### src/rtl/pipe_control.sv
// rtl/pipe_control.sv - EX-stage decode, branch flush sequencer and MEM/WB control pipeline
//
// Optional feature macro: PIPE_PERF_COUNTER_EN (retired-instruction counter).
//
// Ports:
//   clk            in   1   rising-edge clock
//   reset          in   1   synchronous active-high reset
//   current_opcode in   7   opcode of the instruction in ID/EX
//   current_func   in   4   {instr[30], instr[14:12]} of the instruction in ID/EX
//   branch_taken   in   1   EX/MEM branch resolution, one-cycle pulse
//   stall          in   1   freezes flush sequencer, inserts a MEM bubble
//   branch_inst    out  1   EX: conditional branch
//   reg_reg_inst   out  1   EX: second ALU operand from register file
//   ex_load_inst   out  1   EX: memory access (load or store)
//   ex_reg_dest    out  1   EX: store destination select
//   alu_op         out  4   EX: ALU operation
//   load_inst      out  1   MEM: registered ex_load_inst
//   reg_dest       out  1   MEM: registered ex_reg_dest
//   illegal_inst   out  1   EX: unrecognised opcode
//   retired_count  out 32   valid instructions leaving WB (0 when counter disabled)
module pipe_control (
    input  logic        clk,
    input  logic        reset,
    input  logic [6:0]  current_opcode,
    input  logic [3:0]  current_func,
    input  logic        branch_taken,
    input  logic        stall,
    output logic        branch_inst,
    output logic        reg_reg_inst,
    output logic        ex_load_inst,
    output logic        ex_reg_dest,
    output logic [3:0]  alu_op,
    output logic        load_inst,
    output logic        reg_dest,
    output logic        illegal_inst,
    output logic [31:0] retired_count
);

    typedef enum logic [1:0] {
        RUN = 2'd0,
        SQ1 = 2'd1,
        SQ2 = 2'd2
    } state_t;

    state_t state, state_next;

    logic       dec_branch, dec_reg_reg, dec_load, dec_reg_dest, dec_illegal;
    logic [3:0] dec_alu_op;
    logic       mem_valid, wb_valid;

    // Raw decode of the ID/EX instruction, independent of flush state.
    always_comb begin
        dec_branch   = 1'b0;
        dec_reg_reg  = 1'b0;
        dec_load     = 1'b0;
        dec_reg_dest = 1'b0;
        dec_illegal  = 1'b0;
        dec_alu_op   = 4'b0000;
        case (current_opcode)
            7'b0110011: begin
                dec_reg_reg = 1'b1;
                dec_alu_op  = current_func;
            end
            7'b0010011: begin
                // Only shift-right immediates carry a meaningful instr[30].
                if (current_func[2:0] == 3'b101)
                    dec_alu_op = current_func;
                else
                    dec_alu_op = {1'b0, current_func[2:0]};
            end
            7'b0000011: begin
                dec_load = 1'b1;
            end
            7'b0100011: begin
                dec_reg_dest = 1'b1;
                dec_load     = 1'b1;
            end
            7'b1100011: begin
                dec_branch  = 1'b1;
                dec_reg_reg = 1'b1;
                dec_alu_op  = 4'b1000;
            end
            default: begin
                dec_illegal = 1'b1;
            end
        endcase
    end

    // Flush sequencer next state and EX gating. A taken branch in RUN is
    // honoured even under stall; stall only freezes the squash countdown.
    always_comb begin
        state_next   = state;
        branch_inst  = 1'b0;
        reg_reg_inst = 1'b0;
        ex_load_inst = 1'b0;
        ex_reg_dest  = 1'b0;
        alu_op       = 4'b0000;
        illegal_inst = 1'b0;
        case (state)
            RUN: begin
                branch_inst  = dec_branch;
                reg_reg_inst = dec_reg_reg;
                ex_load_inst = dec_load;
                ex_reg_dest  = dec_reg_dest;
                alu_op       = dec_alu_op;
                illegal_inst = dec_illegal;
                if (branch_taken)
                    state_next = SQ1;
            end
            SQ1: begin
                if (!stall)
                    state_next = SQ2;
            end
            SQ2: begin
                if (!stall)
                    state_next = RUN;
            end
            default: begin
                state_next = RUN;
            end
        endcase
    end

    always_ff @(posedge clk) begin
        if (reset) begin
            state     <= RUN;
            load_inst <= 1'b0;
            reg_dest  <= 1'b0;
            mem_valid <= 1'b0;
            wb_valid  <= 1'b0;
        end else begin
            state     <= state_next;
            load_inst <= stall ? 1'b0 : ex_load_inst;
            reg_dest  <= stall ? 1'b0 : ex_reg_dest;
            mem_valid <= !stall && (state == RUN) && !dec_illegal;
            wb_valid  <= mem_valid;
        end
    end

`ifdef PIPE_PERF_COUNTER_EN
    logic [31:0] perf_count;

    always_ff @(posedge clk) begin
        if (reset)
            perf_count <= 32'd0;
        else if (wb_valid)
            perf_count <= perf_count + 32'd1;
    end

    assign retired_count = perf_count;
`else
    logic unused_wb_valid;

    assign unused_wb_valid = wb_valid;
    assign retired_count   = 32'd0;
`endif

endmodule

### config.mk
export PLATFORM = sky130hd
export DESIGN_NAME = pipe_control
export DESIGN_NICKNAME = d
export VERILOG_FILES = /design/src/rtl/pipe_control.sv
export SDC_FILE = /design/constraint.sdc
export NUM_CORES = 1
export LEC_CHECK = 0
export ABC_AREA = 1
export CORE_MARGIN = 3
export CORE_UTILIZATION = 26
export CTS_CLUSTER_SIZE = 25
export DETAILED_ROUTE_END_ITERATION = 12
export PLACE_DENSITY = 0.76
export SYNTH_ARGS = -nofsm -noshare
export SYNTH_HDL_FRONTEND = slang
export SYNTH_SLANG_ARGS = --single-unit
### constraint.sdc
create_clock -name clk -period 0.8 [get_ports clk]
set_input_delay 0.08 -clock clk [delete_from_list [all_inputs] [get_ports clk]]
set_output_delay 0.08 -clock clk [all_outputs]
set_load 0.05 [all_outputs]
==> impl_metrics.ini <==
[setup_path]
cp_slowest_cell = dfxtp_2
reg2reg_depth = 5
end_kind = primary output
cp_num_buf_inv = 2
ff2ff_setup_slack_ps = -180
cp_top_family = flip-flops
slowest_delay_ps = 320
cp-start-kind = flip-flop
cp_data_arrival_time_ps = 1150
cp_max_fo = 4
required_ps = 720
reg2reg_from = state[1]
critical_path.cell_chain = nor2_4, buf_12, nand2_4, nor2_4, buf_12
rr_endpoint = state[1]
path_class = flip-flop to primary output

[global_routing]
grt_max_degree = 7
grt_pass1_vias = 597
grt_pass1_wl_um = 2325
gr-total-overflow = 0
antenna_found_initial = 0
grt_use_total_pct = 11.32

[sta]
rsz0062_at_grt = true
setup_viol = 13
fin_crit_ps = 1233
holdWs_ps = 370.8
finalMaxSlewViolations = 0
setup_slack_ps = -432.6
fmax_mhz = 811.3
final.setup.tns_ps = -4234
finalHoldViolCount = 0
fin_worst_skew_ps = 3.347
fin_crit_sh_pct = 154.1

[placed_design]
port_buffers = 25
place_area_um2 = 988.4
routabilityCongestion = 0.6985
dpl.hpwl_um = 1173

[pwr]
power_leakage_nw = 0.5511
p_total_mw = 1.235
power_per_cell_area_nw_per_um2 = 1084
ir_worst_vdd_mv = 0.8916

[clock_network]
cts_root_buf = clkbuf_4
h-tree-depth = 1
clock_sinks = 4
clockBufferDepth = 2
cts_tree = done
clk_pin_slew_ps = 40
cts-hold-fix-buffers = 0
cts_buffers = 3
clkLatencyLatePin_ps = 230

[detailed_routing]
ant_nets = 0
vias_per_cell = 3.799
wl_per_cell_um = 10.03
route.detailed.drc = 0
num_vias = 604
dr.pass1.iters = 1
drt-initial-drc-count = 0
totalWireLength_um = 1595

[cells_and_area]
fin_nets = 149
ff_latch_area_um2 = 85.08
drive_gt1_share_pct = 53.79
final_cell_mix = conb_1 (32), buf_12 (12), buf_4 (11)
multiInputGateArea_um2 = 456.7
postLayoutCoreUtil_pct = 56.31
fillCellCount = 195
n_antenna_cell = 0
syn2layout_area_growth_pct = 100.0
layout_commonest_cell = conb_1
final_area_um2 = 1139

[floorplanning]
die_y_um = 52.80
ios = 58
rows = 16
die_w_um = 52.80
coreArea_um2 = 2022
initial_utilization_pct = 28.16
die_area_um2 = 2787

[synth]
synth_top_cell_area_share_pct = 42.20
yosysWarnings = 0
ys_ff_latch = 4
synth_cells = 89
synth.distinct_cells = 18
ys_seq_area_share_pct = 14.07
yosys.area.top_type = buf_4
netlist_top_cells_area = buf_4 (42%), dfxtp_1 (14%), nand2_1 (9.9%), nor2_1 (7.3%), inv_1 (5.9%)
synth.avg_cell_area_um2 = 6.397
netlist_area_um2 = 569.3

[worst_hold_path]
hp-start = current_opcode[4]
min_path_type = primary input to flip-flop
hold_path_depth = 5
hold_end = load_inst

[outcome]
violations = negative setup slack
status = complete, but fails checks

[run]
cap_violations = 0
==> cells in the mapped netlist <==
cell type,n
buf_4,32
nand2_1,15
nor2_1,11
inv_1,9
dfxtp_1,4
nand3_1,4
nor2_2,2
nor3_2,2
a211oi_1,1
conb_1,1
inv_2,1
nand4_1,1
nor2_4,1
nor3_1,1
o211ai_1,1
o21ai_0,1
o21ai_2,1
or2_2,1
==> final cells by class <==
class	instances	share of cell area, %
multi-input combinational	74	40.11
inverter	10	4.506
timing repair buffer	41	42.97
clock buffer	3	1.978
sequential	4	7.473
tap	27	2.967
==> worst max-delay path by stage <==
stage / end / cells after the start / slack, ps / startpoint
finish: alu_op[2] / 5 / -430 / state[1]
detailed placement: alu_op[1] / 7 / -820 / current_opcode[5]
floorplan: alu_op[1] / 3 / -320 / state[1]
global route: alu_op[2] / 5 / -520 / state[1]
CTS: alu_op[1] / 4 / -480 / state[0]
global placement: alu_op[1] / 7 / -770 / current_opcode[5]
==> flip-flops by register name, summed over array words and instances (netlist names) <==
signal and cells:
load_inst 1, reg_dest 1, state 2
==> timing repair <==
action / 4_1_cts / 5_1_grt
setup endpoints to repair: 15 / 15
hold endpoints to repair: 0 / 0
gates cloned: 0 / 0
buffers inserted: 5 / 0
gates resized for setup: 39 / 8
pin swaps: 14 / 9
==> power breakdown <==
| group | switching [mW] | leakage [nW] | total, mW | internal (mW) |
|---|---|---|---|---|
| Sequential | 0.00981 | 0.0344 | 0.222 | 0.212 |
| Clock | 0.0766 | 0.0138 | 0.244 | 0.167 |
| Combinational | 0.556 | 0.503 | 0.768 | 0.212 |
==> cells by family (layout without fill, tap and decap cells) <==
| group | count (synthesis) | after routing | synth area share, % |
|---|---|---|---|
| buffers and inverters | 42 | 54 | 48.79 |
| AND/OR/NAND/NOR | 38 | 38 | 31.43 |
| AO/OA/AOI/OAI | 4 | 4 | 5.055 |
| flip-flops | 4 | 4 | 14.07 |
| other | 1 | 32 | 0.6587 |
==> worst register-to-register path: stages, from the launching register on <==
cell and delay (ps):
dfxtp_2 320, nor2_4 160, inv_4 100, buf_4 160, o211ai_1 70, nor2_1 60
==> per-stage QoR <==
stage	worst slack [ps]	instances
after global routing	-515.7	159
after CTS	-481.7	159
final	-432.6	159
after global placement	-765.1	151
after floorplan	-315.9	120
after detailed placement	-821.3	151
==> routing by layer <==
metal | track usage, % | vias up | share of wire, %
met4 | 3.404 | 0 | 1.3
li1 | - | 295 | -
met2 | 23.97 | 36 | 61
met3 | 4.843 | 2 | 12
met1 | 8.769 | 271 | 26
met5 | 0 | - | 0
Power figures use the tool's default switching activity.
